===== src/rtl/kd_tree_pkg.sv =====
// Shared parameters and state type for the KD-tree traversal controller.
package kd_tree_pkg;

    localparam int unsigned DATA_WIDTH    = 55;
    localparam int unsigned STORAGE_WIDTH = 22;
    localparam int unsigned NUM_LEVELS    = 4;
    localparam int unsigned NUM_NODES     = 2 ** NUM_LEVELS - 1;
    localparam int unsigned PTR_W         = $clog2(NUM_NODES + 1);
    localparam int unsigned INFLIGHT_W    = $clog2(NUM_LEVELS + 2);

    typedef enum logic [1:0] {
        StIdle,
        StLoad,
        StRun,
        StDrain
    } kd_ctrl_state_t;

endpackage


===== src/rtl/kd_valid_pipe.sv =====
// Valid shift register mirroring the tree pipeline, plus an occupancy count.
module kd_valid_pipe #(
    parameter int unsigned Depth    = 4,
    parameter int unsigned CntWidth = 3
) (
    input  logic                clk_i,
    input  logic                rst_i,
    input  logic                in_valid_i,
    output logic                out_valid_o,
    output logic [CntWidth-1:0] count_o
);

    logic [Depth-1:0]    sr_q, sr_d;
    logic [CntWidth-1:0] count_q, count_d;

    // Shift one slot per cycle; the count tracks entries minus exits.
    always_comb begin
        sr_d    = {sr_q[Depth-2:0], in_valid_i};
        count_d = count_q + CntWidth'(in_valid_i) - CntWidth'(sr_q[Depth-1]);
    end

    // State registers with synchronous reset.
    always_ff @(posedge clk_i) begin
        if (rst_i) begin
            sr_q    <= '0;
            count_q <= '0;
        end else begin
            sr_q    <= sr_d;
            count_q <= count_d;
        end
    end

    assign out_valid_o = sr_q[Depth-1];
    assign count_o     = count_q;

endmodule


===== src/rtl/kd_tree_ctrl.sv =====
// KD-tree sequencer: configures nodes breadth-first, admits patches, drains before reload.
module kd_tree_ctrl
    import kd_tree_pkg::*;
(
    input  logic                     clk_i,
    input  logic                     rst_i,
    input  logic                     load_start_i,
    input  logic                     cfg_valid_i,
    output logic                     cfg_ready_o,
    input  logic [STORAGE_WIDTH-1:0] cfg_data_i,
    output logic [NUM_NODES-1:0]     node_wen_o,
    output logic [STORAGE_WIDTH-1:0] node_wdata_o,
    output logic                     load_done_o,
    input  logic                     patch_valid_i,
    output logic                     patch_ready_o,
    input  logic [DATA_WIDTH-1:0]    patch_in_i,
    output logic                     root_valid_o,
    output logic [DATA_WIDTH-1:0]    root_patch_o,
    output logic                     leaf_valid_o,
    output logic [INFLIGHT_W-1:0]    inflight_o,
    output logic                     busy_o
);

    kd_ctrl_state_t             state_q, state_d;
    logic [PTR_W-1:0]           ptr_q, ptr_d;
    logic [NUM_NODES-1:0]       node_wen_q, node_wen_d;
    logic [STORAGE_WIDTH-1:0]   node_wdata_q, node_wdata_d;
    logic                       load_done_q, load_done_d;
    logic                       root_valid_q, root_valid_d;
    logic [DATA_WIDTH-1:0]      root_patch_q, root_patch_d;
    logic                       patch_hs;
    logic [NUM_NODES-1:0]       one_hot_base;

    assign one_hot_base = {{(NUM_NODES - 1){1'b0}}, 1'b1};

    // Readies depend on registered state only.
    assign cfg_ready_o   = (state_q == StLoad);
    assign patch_ready_o = (state_q == StRun);
    assign busy_o        = (state_q != StIdle);
    assign patch_hs      = patch_ready_o & patch_valid_i;

    // Next-state and registered-output logic.
    always_comb begin
        state_d      = state_q;
        ptr_d        = ptr_q;
        node_wen_d   = '0;
        node_wdata_d = node_wdata_q;
        load_done_d  = load_done_q;
        root_valid_d = 1'b0;
        root_patch_d = root_patch_q;
        unique case (state_q)
            StIdle: begin
                if (load_start_i) begin
                    state_d     = StLoad;
                    ptr_d       = '0;
                    load_done_d = 1'b0;
                end
            end
            StLoad: begin
                if (cfg_valid_i) begin
                    node_wen_d   = one_hot_base << ptr_q;
                    node_wdata_d = cfg_data_i;
                    ptr_d        = ptr_q + PTR_W'(1);
                    if (ptr_q == PTR_W'(NUM_NODES - 1)) begin
                        state_d     = StRun;
                        load_done_d = 1'b1;
                    end
                end
            end
            StRun: begin
                if (patch_valid_i) begin
                    root_valid_d = 1'b1;
                    root_patch_d = patch_in_i;
                end
                // A patch arriving alongside load_start is still admitted.
                if (load_start_i) begin
                    state_d = StDrain;
                end
            end
            StDrain: begin
                if (inflight_o == '0) begin
                    state_d     = StLoad;
                    ptr_d       = '0;
                    load_done_d = 1'b0;
                end
            end
            default: state_d = StIdle;
        endcase
    end

    // State and output registers with synchronous reset.
    always_ff @(posedge clk_i) begin
        if (rst_i) begin
            state_q      <= StIdle;
            ptr_q        <= '0;
            node_wen_q   <= '0;
            node_wdata_q <= '0;
            load_done_q  <= 1'b0;
            root_valid_q <= 1'b0;
            root_patch_q <= '0;
        end else begin
            state_q      <= state_d;
            ptr_q        <= ptr_d;
            node_wen_q   <= node_wen_d;
            node_wdata_q <= node_wdata_d;
            load_done_q  <= load_done_d;
            root_valid_q <= root_valid_d;
            root_patch_q <= root_patch_d;
        end
    end

    kd_valid_pipe #(
        .Depth    (NUM_LEVELS),
        .CntWidth (INFLIGHT_W)
    ) u_valid_pipe (
        .clk_i       (clk_i),
        .rst_i       (rst_i),
        .in_valid_i  (patch_hs),
        .out_valid_o (leaf_valid_o),
        .count_o     (inflight_o)
    );

    assign node_wen_o   = node_wen_q;
    assign node_wdata_o = node_wdata_q;
    assign load_done_o  = load_done_q;
    assign root_valid_o = root_valid_q;
    assign root_patch_o = root_patch_q;

endmodule

===== config.mk =====
export PLATFORM = sky130hd
export DESIGN_NAME = kd_tree_ctrl
export DESIGN_NICKNAME = d
export VERILOG_FILES = /design/src/rtl/kd_tree_pkg.sv /design/src/rtl/kd_valid_pipe.sv /design/src/rtl/kd_tree_ctrl.sv
export SDC_FILE = /design/constraint.sdc
export NUM_CORES = 1
export LEC_CHECK = 0
export CAP_MARGIN = 20
export CORE_MARGIN = 1.5
export CORE_UTILIZATION = 41
export CTS_CLUSTER_SIZE = 25
export DETAILED_ROUTE_END_ITERATION = 8
export MAX_ROUTING_LAYER = met4
export PLACE_DENSITY = 0.8
export SLEW_MARGIN = 5
export SYNTH_ARGS = -nofsm -noshare
export SYNTH_HDL_FRONTEND = slang
export SYNTH_SLANG_ARGS = --single-unit

===== constraint.sdc =====
create_clock -name clk_i -period 2.7 [get_ports clk_i]
set_clock_uncertainty 0.1 [all_clocks]
set_input_delay 0.27 -clock clk_i [delete_from_list [all_inputs] [get_ports clk_i]]
set_output_delay 0.27 -clock clk_i [all_outputs]
set_load 0.005 [all_outputs]

==> results of run 1 <==
sequential cells by signal (all words and copies together) (netlist names):
name,flops
ptr_q,4
node_wen_o,15
state_q,2
u_valid_pipe.count_o,3
node_wdata_o,22
load_done_o,1
root_patch_o,55
root_valid_o,1
u_valid_pipe.sr_q,4
power by group through the flow:
stage	Sequential, mW	Combinational [mW]	Clock [mW]
4_1_cts	1.81	1.07	0.937
3_5_place_dp	1.85	1.07	0
5_1_grt	1.83	1.17	0.997
6_report	1.81	1.07	0.898
2_1_floorplan	1.85	0.522	0
3_3_place_gp	1.84	1.05	0
metrics by stage:
stage	utilization, %	hold WS (ns)	setup slack, ns	std cells	instance area, um^2
floorplan	-	0.3060	0.6356	456	3841
global placement	62.76	0.3177	0.6654	725	5744
detailed placement	62.76	0.3242	0.6445	725	5744
CTS	64.66	0.3155	0.6087	741	5918
global route	64.66	0.3280	0.4856	741	5918
finish	64.66	0.3269	0.6431	741	5918
worst paths after layout:
check	from	end	slack (ns)	cells after the start
worst min register to register	u_valid_pipe.sr_q[0]	u_valid_pipe.sr_q[1]	0.34	1
worst max register to register	state_q[1]	state_q[0]	0.67	6
worst max-delay path	state_q[1]	busy_o	0.64	4
worst min-delay path	rst_i	ptr_q[0]	0.33	2
routing by layer:
layer  up-vias  track usage [%]  part of all wire, %
met5         -                -                    0
met4         0            11.05                  3.7
met3        30            3.482                  3.6
met2       102            35.32                   53
met1      1615            23.01                   40
li1       1798                -                    -
cell families after synthesis:
family / Yosys count
XOR/XNOR: 2
adder cells (fa/ha/maj): 13
flip-flops: 107
AO/OA/AOI/OAI: 85
AND/OR/NAND/NOR: 201
buffers and inverters: 42
multiplexers: 6
final cells by class:
type | count | share of cell area [%]
Timing Repair Buffer | 188 | 31.67
Clock inverter | 7 | 0.8457
Tap cell | 111 | 2.347
Clock buffer | 9 | 2.093
Sequential cell | 107 | 36.19
Multi-Input combinational cell | 307 | 26.09
Inverter | 12 | 0.7611
critical path: cells and delay by family, from the launching register on:
kind | cells | cell delay [ns]
buffers and inverters | 3 | 0.69
adder cells (fa/ha/maj) | 1 | 0.25
flip-flops | 1 | 0.40
layout by cell type (no fill, tap or decap):
master,count
clkbuf_8,9
dfxtp_1,107
buf_4,5
nor3_1,5
buf_2,1
a2111oi_2,1
mux2_2,2
nor2_1,14
nor2b_1,5
nor4_1,4
a21oi_1,78
nand2_2,1
nor4b_1,1
and2_1,5
a41oi_1,1
nand2_1,157
mux2i_1,4
ha_1,12
buf_12,1
inv_1,12
nor3b_1,1
a31oi_1,1
nand3_1,3
inv_6,4
fa_1,1
clkinv_2,3
xnor2_1,1
a2111oi_4,1
a211oi_1,1
o31a_1,1
nand2b_1,5
clkdlybuf4s50_1,181
o22ai_1,1
xor2_1,1
==> impl_metrics.py, run 1 <==
metrics = {
    "outcome": {
        "status": "complete, no violations",
    },
    "routing": {
        "first_pass_iters": 4,
        "viasPerCell": 4.784,
        "drtAntennaViolNets": 0,
        "vias": 3545,
        "drc_errors": 0,
        "drt_iter0_drc": 112,
        "wl_um": 10110,
        "wire_per_inst_um": 13.65,
    },
    "synthesis": {
        "syn-num-nets": 551,
        "synthCells": 456,
        "synth_edf_count": 0,
        "synth_most_common_cell": "nand2_1",
        "ys_seq_elements": 107,
        "yosysWarnings": 0,
        "async_reset_ff_share_pct": 0,
        "ys.flop_type": "dfxtp_1",
        "synth_cell_type_count": 28,
        "synth_area_leaders": "dfxtp_1 (56%), nand2_1 (15%), a21oi_1 (10%), ha_1 (3.9%), clkbuf_1 (2.2%)",
        "synth_top_area_cell": "dfxtp_1",
        "netlist_top_cells_count": "nand2_1 (158), dfxtp_1 (107), a21oi_1 (78)",
        "synth_simple_gate_area_share_pct": 21.37,
        "synth_top_family_by_area": "simple AND/OR/NAND/NOR gates",
        "synth_compound_area_share_pct": 12.25,
        "seq_area_frac_synth_pct": 55.77,
        "avgSynthCellArea_um2": 8.424,
        "syn_area_um2": 3841,
        "synthMuxAreaShare_pct": 1.629,
        "yosys.area_share.xor_xnor_pct": 0.4560,
        "synth_top_area_share_pct": 55.77,
        "synthAdderAreaFrac_pct": 4.430,
    },
    "floorplan": {
        "design.portCount": 183,
        "die_y_um": 99.79,
        "core_area_um2": 9153,
        "row_count": 35,
        "die_w_um": 99.79,
        "die-area_um2": 9958,
        "start_util_pct": 41.97,
    },
    "timing": {
        "layout_min_cycle_time_ns": 2.057,
        "rsz0062_at_grt": "no",
        "finalCritPeriodShare_pct": 76.18,
        "relSlewSlack_pct": 58.07,
        "finalHoldViolCount": 0,
        "finalSetupViolCount": 0,
        "slew_violations": 0,
        "tightest_slew_ns": 0.6290,
        "tns_ns": 0,
        "max_freq_ghz": 0.4862,
    },
    "layout": {
        "antenna_cells": 0,
        "seq_area_um2": 2142,
        "nFillCells": 790,
        "multi_input_area_um2": 1544,
        "nNetsFinal": 720,
        "area_growth_pct": 54.07,
        "layout-drive-gt1-share_pct": 4.444,
    },
    "worst_setup_path": {
        "crit_fanout": 4,
        "path_cells": "inv_1 -> ha_1 -> inv_1 -> clkdlybuf4s50_1",
        "cp_slowest_stage_delay_ns": 0.50,
        "crit_type": "reg -> out",
        "endpoint_kind": "output port",
        "start_kind": "flip-flop",
        "cp.required_ns": 2.33,
        "cpMaxStageDelayCell": "clkdlybuf4s50_1",
        "arrival_ns": 1.69,
        "crit_top_cell": "inv_1",
    },
    "power_and_ir_drop": {
        "p_switching_mw": 1.138,
        "power_density_nw_per_um2": 637.9,
        "finalPower_mw": 3.775,
        "p_int_mw": 2.637,
        "seq_power_share_pct": 48.0,
        "p_sw_share_pct": 30.14,
        "pwr-share-clk_pct": 23.8,
        "combPwrFrac_pct": 28.2,
        "vdd_drop_max_uv": 313.7,
        "p_leak_nw": 2.090,
    },
    "clock_network": {
        "cts_root_buf": "clkbuf_8",
        "post_cts_buffers": 0,
        "holdBufCountCts": 0,
        "cts_sinks": 107,
        "insertion_delay_ns": 0.35,
        "h-tree-depth": 3,
        "cts.path.max_buffers": 2,
        "cts_inserted_buffers": 9,
        "cts_resized": 0,
        "clkTransAtPathRegs_ns": 0.09,
        "cts_tree": "built",
    },
    "grt": {
        "grt_antenna_before_repair": 0,
        "grt_pass1_wl_um": 15890,
        "grt.total_usage_pct": 20.63,
        "grt_overflow": 0,
        "grt_pass1_vias": 3494,
        "grt_max_degree": 58,
    },
    "placement": {
        "portBuffers": 182,
        "place_congestion": 0.7978,
        "hpwlAfterDp_um": 7308,
    },
    "hold_path": {
        "worst_hold_path_type": "in -> reg",
    },
    "job": {
        "drv_cap": 0,
    },
}
Power figures use the tool's default switching activity.
==> run 2, diff against run 1 <==
==> constraint.sdc (replaced) <==
create_clock -name clk_i -period 2.1 [get_ports clk_i]
set_clock_uncertainty 0.1 [all_clocks]
set_input_delay 0.21 -clock clk_i [delete_from_list [all_inputs] [get_ports clk_i]]
set_output_delay 0.21 -clock clk_i [all_outputs]
set_load 0.005 [all_outputs]
==> run 2 against run 1 <==
Net effect:
- global-route usage rose by 0.47 points
- worst setup slack got worse by 0.54 ns
- sequential share of layout area fell by 0.23 points
- count of clock-buffer cells in the layout rose by 2
- hold slack got worse by 0.076 ns
- via count rose by 1.4%
- non-clock buffer count rose by 1
- die area did not move
- power rose by 30%
- first-iteration DRC count fell by 25%
- largest power group unchanged
- highest routed layer unchanged
==> impl_metrics.py, run 2 (synthesis results as in run 1) <==
metrics = {
    "routing": {
        "wire_per_inst_um": 13.71,
        "first_pass_iters": 4,
        "vias": 3596,
        "viasPerCell": 4.846,
        "drc_errors": 0,
        "drt_iter0_drc": 84,
        "wl_um": 10170,
        "drtAntennaViolNets": 0,
    },
    "worst_setup_path": {
        "cp_slowest_stage_delay_ns": 0.50,
        "critPathTopFamily": "buffers and inverters",
        "crit_fanout": 4,
        "endpoint_kind": "output port",
        "start_kind": "flip-flop",
        "crit_type": "reg -> out",
        "path_cells": "inv_1 -> ha_1 -> inv_1 -> clkdlybuf4s50_1",
        "crit_top_cell": "inv_1",
        "cp.required_ns": 1.79,
        "arrival_ns": 1.68,
        "crit_buf_inv": 3,
        "cpMaxStageDelayCell": "clkdlybuf4s50_1",
    },
    "placement": {
        "portBuffers": 182,
        "hpwlAfterDp_um": 7362,
        "place_congestion": 0.8264,
        "placed_cells": 726,
        "pre_cts_ws_ns": 0.08775,
    },
    "timing": {
        "finalHoldViolCount": 0,
        "setup_slack_ns": 0.1066,
        "tightest_slew_ns": 0.5947,
        "relSlewSlack_pct": 60.35,
        "finalSetupViolCount": 0,
        "slew_violations": 0,
        "finalCritPeriodShare_pct": 94.93,
        "rsz0062_at_grt": "no",
        "max_freq_ghz": 0.5016,
        "tns_ns": 0,
        "layout_min_cycle_time_ns": 1.993,
    },
    "clock_network": {
        "cts_inserted_buffers": 9,
        "cts_tree": "built",
        "cts_sinks": 107,
        "cts_root_buf": "clkbuf_8",
        "clkTransAtPathRegs_ns": 0.09,
        "cts.path.max_buffers": 2,
        "post_cts_buffers": 0,
        "insertion_delay_ns": 0.34,
        "h-tree-depth": 3,
        "holdBufCountCts": 0,
        "cts_resized": 0,
    },
    "power_and_ir_drop": {
        "p_leak_nw": 2.093,
        "vdd_drop_max_uv": 387.5,
        "power_density_nw_per_um2": 824.5,
        "finalPower_mw": 4.910,
    },
    "layout": {
        "nFillCells": 794,
        "fin_cells": 742,
        "mostFrequentLayoutCells": "clkdlybuf4s50_1 (181), nand2_1 (157), dfxtp_1 (107)",
        "nNetsFinal": 721,
        "final_common_cell": "clkdlybuf4s50_1",
        "layout-drive-gt1-share_pct": 4.437,
        "largest_reg_flops": 55,
        "area_growth_pct": 55.05,
        "antenna_cells": 0,
    },
    "grt": {
        "grt.total_usage_pct": 21.10,
        "grt_max_degree": 58,
        "grt_pass1_vias": 3492,
        "grt_pass1_wl_um": 16490,
        "grt_overflow": 0,
        "grt_antenna_before_repair": 0,
    },
    "outcome": {
        "status": "complete, no violations",
    },
    "hold_path": {
        "worst_hold_path_type": "in -> reg",
    },
    "floorplan": {
        "start_util_pct": 41.97,
        "design.portCount": 183,
        "die-area_um2": 9958,
        "row_count": 35,
        "core_area_um2": 9153,
        "die_w_um": 99.79,
        "die_y_um": 99.79,
    },
    "job": {
        "drv_cap": 0,
    },
}
## run 2: area by class of cell
cell class | count | area (um^2) | share of cell area, %
clock buffers | 11 | 141.4 | 2.374
clock inverters | 5 | 37.54 | 0.6303
inverters | 12 | 45.04 | 0.7563
multi-input cells | 307 | 1556 | 26.13
flip-flops and latches | 107 | 2142 | 35.97
well taps | 111 | 138.9 | 2.332
repair buffers | 189 | 1894 | 31.81
## run 2: metrics by stage
stage / instance area (um^2) / hold WS (ns) / util, %
floorplan: 3841 / 0.2460 / -
global placement: 5764 / 0.3168 / 62.98
detailed placement: 5764 / 0.3264 / 62.98
CTS: 5943 / 0.2305 / 64.94
global route: 5956 / 0.2571 / 65.07
finish: 5956 / 0.2506 / 65.07
## run 2: report_power, final
group	total, mW	internal, mW	switching, mW
Sequential	2.33	2.22	0.108
Clock	1.16	0.470	0.686
Combinational	1.43	0.759	0.668
Total	4.91	3.45	1.46
## run 2: metal layers
metal	track usage, %	wire length [um]	up-vias
li1	-	-	1810
met1	24.62	4195	1651
met2	36.53	5333	110
met3	3.482	384	25
met4	7.909	257	0
met5	-	0	-
## run 2: path summary, 6_finish.rpt
path                        start  cells after the start  slack, ns                   end
max                    state_q[0]                      4       0.11                busy_o
min                         rst_i                      2       0.25              ptr_q[1]
min reg2reg  u_valid_pipe.sr_q[1]                      1       0.34  u_valid_pipe.sr_q[2]
max reg2reg            state_q[1]                      6       0.12            state_q[0]
==> RTL change 1, RTL diff (settings of run 2) <==
Register the inputs `cfg_valid_i` and `cfg_data_i` before use, without a reset. The logic sees them one clock later. The other inputs are not delayed to match.
--- a/src/rtl/kd_tree_ctrl.sv
+++ b/src/rtl/kd_tree_ctrl.sv
@@ -20,6 +20,14 @@
     output logic [INFLIGHT_W-1:0]    inflight_o,
     output logic                     busy_o
 );
+
+    logic cfg_valid_q;
+    logic [STORAGE_WIDTH-1:0] cfg_data_q;
+
+    always_ff @(posedge clk_i) begin
+        cfg_valid_q <= cfg_valid_i;
+        cfg_data_q  <= cfg_data_i;
+    end
 
     kd_ctrl_state_t             state_q, state_d;
     logic [PTR_W-1:0]           ptr_q, ptr_d;
@@ -57,9 +65,9 @@
                 end
             end
             StLoad: begin
-                if (cfg_valid_i) begin
+                if (cfg_valid_q) begin
                     node_wen_d   = one_hot_base << ptr_q;
-                    node_wdata_d = cfg_data_i;
+                    node_wdata_d = cfg_data_q;
                     ptr_d        = ptr_q + PTR_W'(1);
                     if (ptr_q == PTR_W'(NUM_NODES - 1)) begin
                         state_d     = StRun;
Function: changed (Yosys sat finds a counterexample within 4 cycles, from zero or initial values and one cycle with rst_i high).
==> RTL change 1 against run 2 <==
Utilization rose by 2.1 points. Total power rose by 49%. Die area rose by 11%. Setup slack got worse by 20 ps. Sequential cell count rose by 23. Synthesized area rose by 11%. Synthesized cell count rose by 5.3%. Count of clock-buffer cells in the layout rose by 8. Design area rose by 15%. Routed wire length rose by 6.3%. Fmax fell by 0.99%.
==> RTL change 1: results (changes against run 2) <==
Status
  – Outcome: finished clean

Logic synthesis
  – Largest cells by area after synthesis: dfxtp_1, nand2_1, a21oi_1
  – Synth cell types: 28 (unchanged)
  – Synth Area in Adders: 3.982% (-0.45 points)
  – Syn Nets: 575 (+4.4%)
  – Mapped Cells: 480 (+5.3%)
  – Sequential share of the synthesized area: 60.91% (+5.1 points)
  – Area share of xor/xnor cells in the synthesized design: 0.4100% (-0.046 points)
  – Most frequent cells after synthesis: nand2_1, dfxtp_1, a21oi_1
  – Synth Area in Compound Gates: 11.13% (-1.1 points)
  – #FFs+latches synth: 130 (+21%)
  – Post-synthesis mux area share: 1.201% (-0.43 points)
  – Mapped Area: 4273 um2 (+11%)

Clocking
  – Longest Clk Path Bufs: 2 (unchanged)
  – CTS Buf Count: 17 (+8)
  – Worst-Skew Late Latency: 510 ps (+170 ps)
  – Clock slew at reported path FFs: 60 ps (-30 ps)
  – H-tree levels: 4 (+1)

Layout
  – Layout cells sized above 1: 7.270% (+2.8 points)
  – Non-clock buffering overhead: 27.57% (-4.2 points)
  – Multi-input gate count: 309 (+0.65%)
  – Bufs w/o clock: 191 (+1.1%)
  – Multi-input logic area: 1534 um2 (-1.4%)
  – Clock-cell share: 9.045% (+6.0 points)
  – Sequential cell area share: 37.89% (+1.9 points)
  – Post-layout net count: 757 (+5.0%)
  – Clock buf count: 19 (+8)
  – Logic inverters: 13 (+1)
  – Fillers: 761 (-4.2%)

Min path
  – Hold Path Origin: cfg_data_i[11]
  – Hold worst-path end: cfg_data_q[11]$_DFF_P_
  – WHS Path Cells: 1 (-1)

Power and ir drop
  – Peak supply drop: 0.6664 mV (+72%)
  – Net switching share of the total power: 25.56% (-4.2 points)
  – Leak pwr: 2.510 nW (+20%)

Placement
  – Post-DP HPWL: 7403 um (+0.55%)
  – RePlAce Congestion: 0.8132 (-1.6%)
  – Setup slack at placement: 113.8 ps (+26.01 ps)

Setup path
  – CP endpoint: cfg_ready_o
  – CP arrival: 1700 ps (+20 ps)
  – Max incr delay on CP: 540 ps (+40 ps)

Detailed routing
  – WL met2: 5421 um (+1.7%)
  – Via count: 3,843 (+6.9%)
  – Highest Signal Layer: met4
  – WL met1: 4484 um (+6.9%)
  – Met3 WL: 590 um (+54%)
  – Final WL: 10,820 um (+6.3%)
  – DRT iter0 DRCs: 190 (+130%)
  – Detailed Routing Iterations Pass 1: 4 (unchanged)
  – Antenna-violating nets left: 0 (unchanged)

Global route
  – GR Util met3: 5.552% (+2.1 points)
  – Overall Global Routing Usage: 20.09% (-1.0 points)
  – GR met2 Demand/Resource: 33.57% (-3.0 points)
  – Global-route wire length before repair: 17,230 um (+4.5%)
  – GRT met1 Usage: 22.24% (-2.4 points)

STA
  – Post-route setup slack: 86.57 ps (-19.98 ps)
  – Slew Limit Headroom: 61.05% (+0.69 points)
==> RTL change 1: stage by stage <==
stage | cells | instance area [um2] | power, mW | hold WS, ps
final | 810 | 6875 | 7.305 | 37.27
after global routing | 810 | 6875 | 7.632 | 12.70
after CTS | 809 | 6855 | 7.325 | 12.55
after detailed placement | 778 | 6230 | 4.257 | 321.8
after global placement | 778 | 6230 | 4.201 | 316.1
after floorplan | 480 | 4273 | 3.531 | 137.7
==> RTL change 1: power groups by stage <==
stage	Combinational, mW	Sequential (mW)	Clock (mW)
finish	1.43	2.82	3.05
global route	1.57	2.85	3.21
CTS	1.40	2.82	3.10
detailed placement	1.40	2.86	0
global placement	1.35	2.85	0
floorplan	0.667	2.86	0
==> RTL change 1: timing repair <==
item / in CTS / in global routing
setup endpoints to repair: 2 / 2
pin swaps: 0 / 1
gates resized for setup: 4 / 2
buffers inserted: 0 / 1
==> RTL change 2, RTL diff (flow settings as in run 2) <==
Without the edit above. `DATA_WIDTH`: 55 -> 47.
--- a/src/rtl/kd_tree_pkg.sv
+++ b/src/rtl/kd_tree_pkg.sv
@@ -1,7 +1,7 @@
 // Shared parameters and state type for the KD-tree traversal controller.
 package kd_tree_pkg;
 
-    localparam int unsigned DATA_WIDTH    = 55;
+    localparam int unsigned DATA_WIDTH    = 47;
     localparam int unsigned STORAGE_WIDTH = 22;
     localparam int unsigned NUM_LEVELS    = 4;
     localparam int unsigned NUM_NODES     = 2 ** NUM_LEVELS - 1;
Ports: changed (resized patch_in_i and root_patch_o); port bits go from 183 to 167. No check against the original RTL was run, so the function may have changed too.
==> RTL change 2 against run 2 <==
The flow now stops in 5_2_route. Synthesized area is 7.1% lower. Synthesized cell count is 7.7% lower.
==> RTL change 2: results (changes against run 2) <==
Global route
  – Vias in the first global route: 3,098 (-11%)
  – Largest net degree at the start of global routing: 50 (-14%)
  – Global-route wire length before repair: 13,860 um (-16%)
  – Overall Global Routing Usage: 19.73% (-1.4 points)
  – Initial antenna violation count: 0 (unchanged)

Clocking
  – H-tree levels: 3 (unchanged)
  – CTS Buf Count: 9 (unchanged)
  – Setup Buffers After CTS: 0 (unchanged)
  – # resized after CTS: 0 (unchanged)
  – CTS root buf: clkbuf_8
  – Clk sink count: 99 (-7.5%)
  – Longest Clk Path Bufs: 2 (unchanged)

Logic synthesis
  – Mapped Area: 3570 um2 (-7.1%)
  – Mapped Cells: 421 (-7.7%)
  – Sequential share of the synthesized area: 55.52% (-0.24 points)
  – Async set-or-reset flop fraction in the synthesized netlist: 0% (unchanged)
  – YS warnings: 0 (unchanged)
  – Synth cell types: 28 (unchanged)
  – Most frequent cells after synthesis: nand2_1, dfxtp_1, a21oi_1
  – Largest cells by area after synthesis: dfxtp_1, nand2_1, a21oi_1
  – Prevailing post-synth register cell: dfxtp_1
  – Syn Nets: 508 (-7.8%)

Placement
  – Post-DP HPWL: 6535 um (-11%)
  – Area post-placement: 5314 um2 (-7.8%)
  – RePlAce Congestion: 0.8607 (+4.2%)
  – I/O Buffers: 166 (-8.8%)
  – Placed insts: 671 (-7.6%)

Status
  – Fail Step: 5_2_route
  – Outcome: stopped before the end
  – Log Error: [ERROR DRT-0255] Maze Route cannot find path of net clk_i in worker of routeBox ( 48300 0 ) ( 96310 48300 ).

STA
  – Worst ep type: top-level output
  – Worst Endpoint after GRT Repair: busy_o
## RTL change 2: changes by cell type after synthesis, sizes merged
cell	before	now
clkbuf	23	20
a21oi	78	70
nand2	158	142
dfxtp	107	99
## RTL change 2: kinds of logic after synthesis
family	share of synthesized area (%)
simple gates	21.31
flops	55.52
mux	1.753
compound gates	12.06
xor+xnor	0.4908
buf+inv	4.101
fa+ha+maj	4.767
## RTL change 2: routing by layer
metal	track usage, %
met1	22.59
met2	33.10
met3	4.818
met4	7.971
met5	-
## RTL change 2: metrics by stage
step | utilization [%] | hold WS [ps] | setup slack, ps
3_3_place_gp | 63.71 | 316.5 | 125.3
2_1_floorplan | - | 246.0 | 1.182
3_5_place_dp | 63.71 | 330.6 | 94.00
4_1_cts | 65.86 | 284.6 | 74.87
5_1_grt | 66.01 | 276.6 | 8.140
